$ cat src/rtl/ahb_param_arbiter.sv
// AHB (AMBA 2) bus arbiter: fixed-priority or round-robin grant, burst/lock hold,
// split masking, and address/data-phase owner tracking.
module ahb_param_arbiter #(
    parameter int NO_OF_MASTERS  = 4,
    parameter int ARB_MODE       = 0,
    parameter int DEFAULT_MASTER = 0,
    parameter int MW             = $clog2(NO_OF_MASTERS)
) (
    input  logic                     HCLK,
    input  logic                     HRESETn,
    input  logic [NO_OF_MASTERS-1:0] HBUSREQ,
    input  logic [NO_OF_MASTERS-1:0] HLOCK,
    input  logic [1:0]               HTRANS,
    input  logic [2:0]               HBURST,
    input  logic                     HREADY,
    input  logic [1:0]               HRESP,
    input  logic [NO_OF_MASTERS-1:0] HSPLIT,
    output logic [NO_OF_MASTERS-1:0] HGRANT,
    output logic [MW-1:0]            HMASTER,
    output logic                     HMASTLOCK,
    output logic [NO_OF_MASTERS-1:0] split_mask
);

    localparam logic [1:0] TR_NONSEQ = 2'd2;
    localparam logic [1:0] TR_SEQ    = 2'd3;
    localparam logic [1:0] RESP_OKAY  = 2'd0;
    localparam logic [1:0] RESP_SPLIT = 2'd3;
    localparam logic [MW-1:0] DEF_IDX = MW'(DEFAULT_MASTER);
    localparam logic [NO_OF_MASTERS-1:0] DEF_GNT =
        {{(NO_OF_MASTERS-1){1'b0}}, 1'b1} << DEFAULT_MASTER;

    logic [NO_OF_MASTERS-1:0] hgrant_q, hgrant_d;
    logic [MW-1:0]            grant_idx_q, grant_idx_d;
    logic [MW-1:0]            hmaster_q, hmaster_d;
    logic                     hmastlock_q, hmastlock_d;
    logic [MW-1:0]            owner_q, owner_d;
    logic [NO_OF_MASTERS-1:0] split_mask_q, split_mask_d;
    logic [4:0]               beat_cnt_q, beat_cnt_d;

    logic [NO_OF_MASTERS-1:0] eligible;
    logic [MW-1:0]            arb_idx;
    logic [MW-1:0]            cand;
    logic                     arb_found;
    logic                     split_now;
    logic                     lock_hold;
    logic                     burst_hold;
    int                       j;

    // Beat down-counter: loaded with the fixed burst length on NONSEQ.
    always_comb begin
        beat_cnt_d = beat_cnt_q;
        if (HREADY) begin
            if (HTRANS == TR_NONSEQ) begin
                case (HBURST)
                    3'd2, 3'd3: beat_cnt_d = 5'd4;
                    3'd4, 3'd5: beat_cnt_d = 5'd8;
                    3'd6, 3'd7: beat_cnt_d = 5'd16;
                    default:    beat_cnt_d = 5'd0;
                endcase
            end else if (HTRANS == TR_SEQ && beat_cnt_q != 5'd0) begin
                beat_cnt_d = beat_cnt_q - 5'd1;
            end
        end else if (HRESP != RESP_OKAY) begin
            beat_cnt_d = 5'd0;
        end
    end

    always_comb begin
        split_now    = HREADY && (HRESP == RESP_SPLIT);
        split_mask_d = split_mask_q & ~HSPLIT;
        if (split_now) split_mask_d[owner_q] = 1'b1;
    end

    // The round-robin pointer is the current grant index: it moves exactly when the grant does.
    always_comb begin
        eligible  = HBUSREQ & ~split_mask_q;
        arb_idx   = DEF_IDX;
        arb_found = 1'b0;
        cand      = '0;
        j         = 0;
        if (ARB_MODE == 0) begin
            for (int i = 0; i < NO_OF_MASTERS; i++) begin
                cand = MW'(i);
                if (!arb_found && eligible[cand]) begin
                    arb_idx   = cand;
                    arb_found = 1'b1;
                end
            end
        end else begin
            for (int k = 1; k <= NO_OF_MASTERS; k++) begin
                j    = (int'(grant_idx_q) + k) % NO_OF_MASTERS;
                cand = MW'(j);
                if (!arb_found && eligible[cand]) begin
                    arb_idx   = cand;
                    arb_found = 1'b1;
                end
            end
        end
    end

    // A split owner loses its lock hold so the bus can move on.
    always_comb begin
        lock_hold  = HLOCK[grant_idx_q] && !split_mask_q[grant_idx_q] &&
                     !(split_now && owner_q == grant_idx_q);
        burst_hold = beat_cnt_d > 5'd1;

        grant_idx_d = grant_idx_q;
        if (HREADY && !lock_hold && !burst_hold) grant_idx_d = arb_idx;

        hgrant_d              = '0;
        hgrant_d[grant_idx_d] = 1'b1;

        hmaster_d   = HREADY ? grant_idx_q : hmaster_q;
        hmastlock_d = HREADY ? HLOCK[grant_idx_q] : hmastlock_q;
        owner_d     = HREADY ? hmaster_q : owner_q;
    end

    always_ff @(posedge HCLK or negedge HRESETn) begin
        if (!HRESETn) begin
            hgrant_q     <= DEF_GNT;
            grant_idx_q  <= DEF_IDX;
            hmaster_q    <= DEF_IDX;
            hmastlock_q  <= 1'b0;
            owner_q      <= DEF_IDX;
            split_mask_q <= '0;
            beat_cnt_q   <= 5'd0;
        end else begin
            hgrant_q     <= hgrant_d;
            grant_idx_q  <= grant_idx_d;
            hmaster_q    <= hmaster_d;
            hmastlock_q  <= hmastlock_d;
            owner_q      <= owner_d;
            split_mask_q <= split_mask_d;
            beat_cnt_q   <= beat_cnt_d;
        end
    end

    assign HGRANT     = hgrant_q;
    assign HMASTER    = hmaster_q;
    assign HMASTLOCK  = hmastlock_q;
    assign split_mask = split_mask_q;

endmodule
$ cat config.mk
export PLATFORM = sky130hd
export DESIGN_NAME = ahb_param_arbiter
export DESIGN_NICKNAME = d
export VERILOG_FILES = /design/src/rtl/ahb_param_arbiter.sv
export SDC_FILE = /design/constraint.sdc
export NUM_CORES = 1
export LEC_CHECK = 0
export BUFFER_PORTS_ARGS = -buffer_cell sky130_fd_sc_hd__buf_4
export CORE_UTILIZATION = 51
export DETAILED_ROUTE_END_ITERATION = 12
export PLACE_DENSITY = 0.8
export SYNTH_ARGS = -nofsm -noshare
export SYNTH_HDL_FRONTEND = slang
export SYNTH_SLANG_ARGS = --single-unit
$ cat constraint.sdc
create_clock -name HCLK -period 3.2 [get_ports HCLK]
set_clock_uncertainty 0.15 [all_clocks]
set_input_delay 0.16 -clock HCLK [delete_from_list [all_inputs] [get_ports HCLK]]
set_output_delay 0.16 -clock HCLK [all_outputs]
set_load 0.02 [all_outputs]
==> impl_metrics.ini <==
[power_and_ir_drop]
peakVddDrop_v = 0.000429
p_per_area_nw_per_um2 = 626
p_total_uw = 919
leakagePower_nw = 0.673

[logic_synthesis]
ys_seq_elements = 20
yosysTopAreaCell = dfrtp_1
yosysMostFrequentCell = dfrtp_1
synthTopCellsByArea = dfrtp_1 (40%), mux2_2 (7.6%), mux4_2 (3.8%), clkbuf_8 (3.5%), o21ai_0 (3.4%)
synthFlopType = dfrtp_1
syn_area_per_cell_um2 = 10.9
yosysWarningCount = 0
syn-num-nets = 132
synth_top_area_share_pct = 40.1
synth_edf_count = 0
synthCells = 109
synth_common_cells = dfrtp_1 (19), inv_1 (9), mux2_2 (8), nand2_1 (8), o21ai_0 (8)
synth.distinct_cells = 36
ys_seq_area_share_pct = 42.3
async_reset_ff_share_pct = 100
syn_area_um2 = 1190

[timing]
timing.setup.tns_ns = 0
tightest_slew_ns = 0.753
fmax_mhz = 357
setup_viol = 0
slew_headroom_pct = 49.2
report.final.slew_viol_count = 0
finalHoldViolCount = 0
rsz0062_at_grt = no
finalCritPeriodShare_pct = 87.6
layout_min_cycle_time_ns = 2.80

[floorplan]
core_um2 = 2210
ios = 33
design.die.area_um2 = 2520
start_util_pct = 53.6
num_rows = 17
die_y_um = 50.2
die_w_um = 50.2

[critical_path]
cp_cell_sequence = inv_1, ha_1, nor4b_1, nor3_1, a41oi_1, o21ai_0, nor4b_4, mux2_2
worstSetupEndpointType = flip-flop
crit_slowest_cell = nor4b_1
path_buf_inv = 1
worstSetupPathType = flip-flop to flip-flop
arrival_ns = 2.83
path_max_fanout = 6
critPathLaunchType = flip-flop
crit_required_ns = 3.23
cp_slowest_stage_delay_ns = 0.49
cp_top_family = simple AND/OR/NAND/NOR gates

[placed_design]
dp_hpwl_mm = 1.89
place.gp.congestion = 0.801
numPortBuffers = 31

[route]
vias = 976
via_per_inst = 5.67
firstDrtPassIters = 4
drc = 0
wl_mm = 2.49
routedWlPerCell_um = 14.5
detail_route.iter0.violations = 17
antenna_violating_nets_post_route = 0

[run]
maxCapViolCount = 0

[global_routing]
antenna_found_initial = 0
grt_pass1_vias = 928
gr-usage-all-layers_pct = 21.8
grt_max_degree = 21
gr-total-overflow = 0
grt_pass1_wl_mm = 4.17

[run_status]
outcome = complete, no violations

[final_layout]
n_fill_cell = 188
regArea_um2 = 502
diodes = 0
areaGrowthSynthToFinish_pct = 23.7
multiInputGateArea_um2 = 598
final_nets = 168
drive_above_1_share_pct = 38.2

[clocking]
clockRootBuffer = clkbuf_4
cts_resized = 0
clkLatencyLatePin_ns = 0.30
cts.sinks = 20
hold_buffers = 4
cts_tree = built
cts.htree.levels = 1
cts_made_buffers = 3
cts_setup_buffers = 0
clock_path_buffers = 2
path_clk_slew_ns = 0.12

[min_path]
min_path_type = input port to flip-flop
==> cell type report <==
type / instances / share of cell area [%]
Tap cell: 28 / 2.39
Inverter: 9 / 2.30
Timing Repair Buffer: 35 / 18.6
Multi-Input combinational cell: 76 / 40.8
Sequential cell: 20 / 34.2
Clock buffer: 4 / 1.79
==> worst reg2reg max path, cell delays in order, from the launching register on <==
cell     delay (ns)
dfrtp_1        0.42
inv_1          0.09
ha_1           0.22
nor4b_1        0.49
nor3_1         0.09
a41oi_1        0.18
o21ai_0        0.19
nor4b_4        0.47
mux2_2         0.40
==> layer usage <==
metal	routed length, µm	GRT usage, %	share of wire (%)	up-vias
met5	0	0	0	-
met4	0	2.86	0	0
met1	1060	28.0	43	485
li1	-	-	-	472
met2	1370	39.6	55	19
met3	57	2.73	2.3	0
==> cell families (layout without fill, tap and decap cells) <==
kind of cell             count (synthesis)  count (layout)  synth area share [%]
AO/OA/AOI/OAI                           25              25                  15.8
XOR/XNOR                                 2               2                  1.48
adder cells (fa/ha/maj)                  1               1                  1.05
buffers and inverters                   13              48                  7.28
flip-flops                              20              20                  42.3
multiplexers                            12              12                  13.1
AND/OR/NAND/NOR                         36              36                  19.0
==> report_power, final <==
part           internal [mW]  switching (mW)
clock network         0.0484          0.0742
registers              0.329          0.0817
logic                  0.208           0.178
==> through the flow <==
step / utilization, % / std cells / area, µm² / hold WS, ns / setup WS [ns]
2_1_floorplan: - / 109 / 1190 / -0.286 / 0.701
3_3_place_gp: 63.3 / 164 / 1400 / -0.102 / 0.494
3_5_place_dp: 63.3 / 164 / 1400 / -0.0994 / 0.441
4_1_cts: 66.3 / 172 / 1470 / 0.00465 / 0.401
5_1_grt: 66.3 / 172 / 1470 / 0.0248 / 0.104
6_report: 66.3 / 172 / 1470 / 0.00140 / 0.397
==> flip-flops by register name, summed over array words and instances, names as in the netlist <==
signal       cells
beat_cnt_q       5
HMASTER          2
owner_q          2
grant_idx_q      2
HGRANT           4
split_mask       4
HMASTLOCK        1
==> worst paths after layout <==
path / from / endpoint / slack [ns] / cells past startpoint
min: HSPLIT[2] / split_mask[2]$_DFF_PN0_ / 0.001 / 3
max reg2reg: beat_cnt_q[0]$_DFF_PN0_ / grant_idx_q[1]$_DFF_PN0_ / 0.40 / 8
max in group asynchronous: HRESETn / HGRANT[0]$_DFF_PN1_ / 2.50 / 2
min reg2reg: HMASTER[0]$_DFFE_PN0P_ / owner_q[0]$_DFFE_PN0P_ / 0.35 / 2
min in group asynchronous: HRESETn / HGRANT[2]$_DFF_PN0_ / 0.11 / 2
max: beat_cnt_q[0]$_DFF_PN0_ / grant_idx_q[1]$_DFF_PN0_ / 0.40 / 8
==> placed cells by master (no fill, tap or decap), types with 2 or more instances in the layout <==
cell type       n
a211oi_1        2
a22o_1          2
a31oi_1         2
and2b_2         3
buf_4          31
clkbuf_4        3
dfrtp_1        19
dlygate4sd3_1   4
inv_1           9
mux2_2          8
mux2i_1         2
mux4_2          2
nand2_1         8
nand2b_1        4
nand3_1         3
nor2_1          5
nor3_1          3
nor3b_1         2
o211ai_2        2
o21ai_0         8
o311ai_0        2
o32ai_1         2
or2b_2          2
xnor2_1         2
Note: power is estimated with default switching activity, not from simulation.
